==> src/rtl/fifo_rd_axis_if.sv <==
// Bundle of the FIFO read port and the AXI-Stream master side of fifo_rd_axis.
// master = the fifo_rd_axis stage, slave = the FIFO plus downstream consumer.
`ifndef AXI_ST_DATA_W
`define AXI_ST_DATA_W 64
`endif

interface fifo_rd_axis_if #(
    parameter int DATA_WIDTH = `AXI_ST_DATA_W
);
    logic                  fifo_rd;
    logic [DATA_WIDTH-1:0] fifo_q;
    logic                  fifo_mty;
    logic                  m_axis_tvalid;
    logic                  m_axis_tready;
    logic [DATA_WIDTH-1:0] m_axis_tdata;
    logic                  m_axis_tlast;
    logic [1:0]            buf_count;

    modport master (
        output fifo_rd, m_axis_tvalid, m_axis_tdata, m_axis_tlast, buf_count,
        input  fifo_q, fifo_mty, m_axis_tready
    );

    modport slave (
        input  fifo_rd, m_axis_tvalid, m_axis_tdata, m_axis_tlast, buf_count,
        output fifo_q, fifo_mty, m_axis_tready
    );
endinterface

==> src/rtl/fifo_rd_axis.sv <==
// FIFO read side to AXI-Stream master with a credit-controlled skid buffer.
// Optional TLAST generation every PKT_LEN beats when FIFO_RD_AXIS_TLAST_EN is defined.
`ifndef AXI_ST_DATA_W
`define AXI_ST_DATA_W 64
`endif

module fifo_rd_axis #(
    parameter int DATA_WIDTH = `AXI_ST_DATA_W,
    parameter int RD_LATENCY = 1,
    parameter int PKT_LEN    = 16
) (
    input  logic           clk,
    input  logic           rst_n,
    fifo_rd_axis_if.master bus
);
    localparam int DEPTH = RD_LATENCY + 1;

    if (RD_LATENCY < 1 || RD_LATENCY > 2 || PKT_LEN < 1) begin : g_param_chk
        $error("fifo_rd_axis: RD_LATENCY must be 1 or 2 and PKT_LEN >= 1");
    end

    // Storage is indexed by 2-bit pointers; only entries 0..DEPTH-1 are ever used.
    logic [DATA_WIDTH-1:0] mem_q [4];
    logic [1:0]            wr_ptr_q, wr_ptr_d;
    logic [1:0]            rd_ptr_q, rd_ptr_d;
    logic [1:0]            count_q, count_d;
    logic                  valid_q, valid_d;
    logic [RD_LATENCY-1:0] vld_pipe_q, vld_pipe_d;
    logic [2:0]            inflight;
    logic                  push, pop, rd;

    function automatic logic [1:0] ptr_inc(logic [1:0] p);
        return (p == 2'(DEPTH - 1)) ? 2'd0 : p + 2'd1;
    endfunction

    always_comb begin
        inflight = '0;
        for (int i = 0; i < RD_LATENCY; i++) inflight = inflight + 3'(vld_pipe_q[i]);
    end

    assign pop  = valid_q & bus.m_axis_tready;
    assign push = vld_pipe_q[RD_LATENCY-1];
    // Only request a word if a slot is guaranteed for it once every in-flight read lands.
    assign rd   = rst_n & ~bus.fifo_mty & ((3'(count_q) + inflight - 3'(pop)) < 3'(DEPTH));

    always_comb begin
        vld_pipe_d    = vld_pipe_q << 1;
        vld_pipe_d[0] = rd;
        wr_ptr_d      = push ? ptr_inc(wr_ptr_q) : wr_ptr_q;
        rd_ptr_d      = pop ? ptr_inc(rd_ptr_q) : rd_ptr_q;
        count_d       = count_q + 2'(push) - 2'(pop);
        valid_d       = (count_d != 2'd0);
    end

    always_ff @(posedge clk) begin
        if (!rst_n) begin
            wr_ptr_q   <= '0;
            rd_ptr_q   <= '0;
            count_q    <= '0;
            valid_q    <= 1'b0;
            vld_pipe_q <= '0;
            for (int i = 0; i < 4; i++) mem_q[i] <= '0;
        end else begin
            wr_ptr_q   <= wr_ptr_d;
            rd_ptr_q   <= rd_ptr_d;
            count_q    <= count_d;
            valid_q    <= valid_d;
            vld_pipe_q <= vld_pipe_d;
            if (push) mem_q[wr_ptr_q] <= bus.fifo_q;
        end
    end

    // The head slot is only rewritten on a full buffer together with a pop, so tdata holds under stall.
    assign bus.fifo_rd       = rd;
    assign bus.m_axis_tvalid = valid_q;
    assign bus.m_axis_tdata  = mem_q[rd_ptr_q];
    assign bus.buf_count     = count_q;

`ifdef FIFO_RD_AXIS_TLAST_EN
    localparam int BW = $clog2(PKT_LEN) + 1;

    logic [BW-1:0] beat_q, beat_d;
    logic          last_beat;

    assign last_beat = (beat_q == BW'(PKT_LEN - 1));

    always_comb begin
        beat_d = beat_q;
        if (pop) beat_d = last_beat ? '0 : beat_q + BW'(1);
    end

    always_ff @(posedge clk) begin
        if (!rst_n) beat_q <= '0;
        else        beat_q <= beat_d;
    end

    assign bus.m_axis_tlast = valid_q & last_beat;
`else
    assign bus.m_axis_tlast = 1'b0;
`endif

    a_no_overflow: assert property (@(posedge clk) disable iff (!rst_n)
        !(push && count_q == 2'(DEPTH) && !pop))
        else $error("fifo_rd_axis: push into full skid buffer");

endmodule

==> src/flat_wrapper.sv <==
// flat-port wrapper written by rule: the top's interface ports become plain ports
module fifo_rd_axis_flat 
#(
    parameter int DATA_WIDTH = `AXI_ST_DATA_W,
    parameter int RD_LATENCY = 1,
    parameter int PKT_LEN    = 16
)
  (clk, rst_n, bus_fifo_rd, bus_m_axis_tvalid, bus_m_axis_tdata, bus_m_axis_tlast, bus_buf_count, bus_fifo_q, bus_fifo_mty, bus_m_axis_tready);
  fifo_rd_axis_if #(.DATA_WIDTH(DATA_WIDTH)) bus_i ();
  input  logic clk;
  input  logic rst_n;
  output wire logic [$bits(bus_i.fifo_rd)-1:0] bus_fifo_rd;
  output wire logic [$bits(bus_i.m_axis_tvalid)-1:0] bus_m_axis_tvalid;
  output wire logic [$bits(bus_i.m_axis_tdata)-1:0] bus_m_axis_tdata;
  output wire logic [$bits(bus_i.m_axis_tlast)-1:0] bus_m_axis_tlast;
  output wire logic [$bits(bus_i.buf_count)-1:0] bus_buf_count;
  input wire logic [$bits(bus_i.fifo_q)-1:0] bus_fifo_q;
  input wire logic [$bits(bus_i.fifo_mty)-1:0] bus_fifo_mty;
  input wire logic [$bits(bus_i.m_axis_tready)-1:0] bus_m_axis_tready;
  assign bus_fifo_rd = bus_i.fifo_rd;
  assign bus_m_axis_tvalid = bus_i.m_axis_tvalid;
  assign bus_m_axis_tdata = bus_i.m_axis_tdata;
  assign bus_m_axis_tlast = bus_i.m_axis_tlast;
  assign bus_buf_count = bus_i.buf_count;
  assign bus_i.fifo_q = bus_fifo_q;
  assign bus_i.fifo_mty = bus_fifo_mty;
  assign bus_i.m_axis_tready = bus_m_axis_tready;
  fifo_rd_axis #(.DATA_WIDTH(DATA_WIDTH), .RD_LATENCY(RD_LATENCY), .PKT_LEN(PKT_LEN)) u_core (.clk(clk), .rst_n(rst_n), .bus(bus_i));
endmodule
==> config.mk <==
export PLATFORM = sky130hd
export DESIGN_NAME = fifo_rd_axis_flat
export DESIGN_NICKNAME = d
export VERILOG_FILES = /design/src/rtl/fifo_rd_axis_if.sv /design/src/rtl/fifo_rd_axis.sv /design/src/flat_wrapper.sv
export SDC_FILE = /design/constraint.sdc
export NUM_CORES = 1
export LEC_CHECK = 0
export CAP_MARGIN = 20
export CORE_MARGIN = 2
export CORE_UTILIZATION = 30
export CTS_BUF_LIST = sky130_fd_sc_hd__clkbuf_2
export DETAILED_ROUTE_END_ITERATION = 10
export GPL_ROUTABILITY_DRIVEN = 0
export PLACE_DENSITY_LB_ADDON = 0.15
export SYNTH_ARGS = -nofsm -noshare
export SYNTH_HDL_FRONTEND = slang
export SYNTH_SLANG_ARGS = --single-unit
export TNS_END_PERCENT = 10
==> constraint.sdc <==
create_clock -name clk -period 5.7 [get_ports clk]
set_clock_uncertainty 0.15 [all_clocks]
set_input_delay 1.425 -clock clk [delete_from_list [all_inputs] [get_ports clk]]
set_output_delay 1.425 -clock clk [all_outputs]
set_load 0.01 [all_outputs]
==> out/metrics.yaml <==
final_cell_mix: "edfxtp_1 (256), and2_1 (194), clkdlybuf4s50_1 (134), clkbuf_2 (106)"
setup_viol: 0
worstHoldStart: "u_core.rd_ptr_q[1]"
grt_pass1_vias: 7318
power_leakage_nw: 5.18
post-cts-setup-buffers: 0
io_pins: 137
hold_class: "reg2reg"
layout_commonest_cell: "edfxtp_1"
die_h_um: 200
yosysWarningCount: 0
hold_buffers: 0
slowest_stage: "clkdlybuf4s50_1"
synth_area_leader_cell: "edfxtp_1"
worst_setup_path_end_kind: "output pin"
ys_ff_latch: 266
synth_seq_area_share_pct: 68.4
worstPathRequired_ns: 4.12
status: "complete, no violations"
hold_viol_final: 0
power_mw: 4.94
htreeDepth: 3
die-area_um2: 40000
power.density_nw_per_um2: 354
period_share_pct: 95.4
crit_path_start_kind: "input port"
cts_made_buffers: 72
ir_drop_mv: 0.352
path_class: "in2out"
worstPathMaxFanout: 5
vias_per_cell: 4.65
path_cells: "clkdlybuf4s50_1 -> nand2_1 -> xnor2_1 -> ha_1 -> fa_1 -> nor4_1 -> clkdlybuf4s50_1"
fin_area_um2: 14000
cts.repair.resized: 0
max_slew_margin_pct: 27.1
cap_violations: 0
cpMostUsedCell: "clkdlybuf4s50_1"
arrival_ns: 3.86
ant_nets: 0
clk_pin_slew_ns: 0.09
grt_overflow: 0
pre_cts_ws_ns: 0.276
syn_area_um2: 11500
yosys.cell_types.count: 27
die_w_um: 200
synth.area.top_cells: "edfxtp_1 (67%), mux4_2 (13%), and2_1 (11%)"
clock_latency_ns: 0.84
cts_root_buf: "clkbuf_2"
syn_inst: 673
synth.top_cell.area_share_pct: 66.7
rsz0062_at_grt: "false"
fp.coreArea_um2: 37800
grt_pass1_wl_um: 43800
syn_nets: 743
post-route-min-period_ns: 5.44
start_util_pct: 30.5
cts_buffer_depth: 3
critPathMaxStageDelay_ns: 0.59
rows: 71
clock_sinks: 266
grt_use_total_pct: 15.2
worst_pin_slew_ns: 1.09
fmax_mhz: 184
avgRoutedWirePerCell_um: 21.0
wirelength_um: 29600
drt_iter0_drc: 374
slew_violations: 0
r2r-start: "u_core.push"
first_pass_iters: 4
vias: 6557
layout-drive-gt1-share_pct: 23.1
final.setup.worst_slack_ns: 0.262
dp_hpwl_um: 15800
area_delta_synth_final_pct: 21.3
io_buffers: 135
fin_util_pct: 37.0
cts_tree: "done"
finalNetCount: 916
drcViolationCount: 0
grt_max_degree: 72
syn-mean-instance-area_um2: 17.1
antenna_found_initial: 2
cp-startpoint: "bus_m_axis_tready"
placed_cell_area_um2: 13300
logic make-up (layout without fill, tap and decap cells):
family / after synthesis / in the layout / share of synthesized area, %
multiplexers: 64 / 64 / 12.5
XOR/XNOR: 3 / 3 / 0.228
adder cells (fa/ha/maj): 2 / 2 / 0.282
flip-flops: 266 / 266 / 68.4
other: 1 / 4 / 0.0325
buffers and inverters: 54 / 277 / 3.27
AND/OR/NAND/NOR: 273 / 273 / 14.8
AO/OA/AOI/OAI: 10 / 10 / 0.499
final timing paths:
check / to / slack [ns] / cells after the start
max reg2reg: u_core.mem_q[2][55] / 2.35 / 4
min reg2reg: u_core.rd_ptr_q[1] / 0.30 / 2
min: u_core.rd_ptr_q[1] / 0.30 / 2
max: bus_fifo_rd / 0.26 / 7
power breakdown:
part / internal [mW] / switching, mW / leakage, nW / total, mW
registers: 2.42 / 0.0982 / 2.69 / 2.52
clock network: 0.539 / 0.778 / 0.498 / 1.32
logic: 0.568 / 0.543 / 2.00 / 1.11
metrics by stage:
| step | hold WS [ns] | TNS, ns | instances |
|---|---|---|---|
| 2_1_floorplan | 0.271 | -28.51 | 673 |
| 3_3_place_gp | 0.283 | 0 | 1283 |
| 3_5_place_dp | 0.295 | 0 | 1283 |
| 4_1_cts | 0.309 | 0 | 1407 |
| 5_1_grt | 0.344 | 0 | 1409 |
| 6_report | 0.302 | 0 | 1410 |
metal layers:
metal	up-vias	part of all wire (%)	global-route usage (%)
met3	44	5.8	3.88
met4	0	1.7	5.51
met2	192	51	25.8
li1	2928	-	-
met1	3393	42	18.7
met5	-	0	0
cells in the mapped netlist:
master	count
o21ai_0	4
a21oi_1	3
dfxtp_1	10
mux4_2	64
inv_1	3
buf_2	15
fa_1	1
nand2_1	4
or2_2	1
edfxtp_1	256
conb_1	1
buf_6	19
and3_1	64
nand2b_1	1
buf_4	3
a31oi_1	2
nor4_1	2
clkbuf_1	13
ha_1	1
nor2_1	3
nor4bb_1	1
and4b_1	2
clkbuf_2	1
and2_1	194
xnor2_1	3
nand3b_1	1
a21bo_2	1
flip-flops by register name (all words and copies together), names as in the netlist, named ones only:
name                      flops
u_core.push                   1
u_core.bus.buf_count          2
u_core.mem_q                256
u_core.wr_ptr_q               2
u_core.rd_ptr_q               2
u_core.bus.m_axis_tvalid      1
worst max-delay path, delay by kind of cell:
family,cells,cell delay [ns]
XOR/XNOR,1,0.15
buffers and inverters,2,1.14
AND/OR/NAND/NOR,2,0.41
adder cells (fa/ha/maj),2,0.73
cell type report:
class	instances	area (um^2)
flip-flops and latches	266	7900
multi-input cells	353	3330
fillers	3597	23800
diodes	3	7.51
repair buffers	150	1470
clock buffers	106	531
well taps	511	639
clock inverters	18	100
inverters	3	11.3
Note: power is estimated with default switching activity, not from simulation.
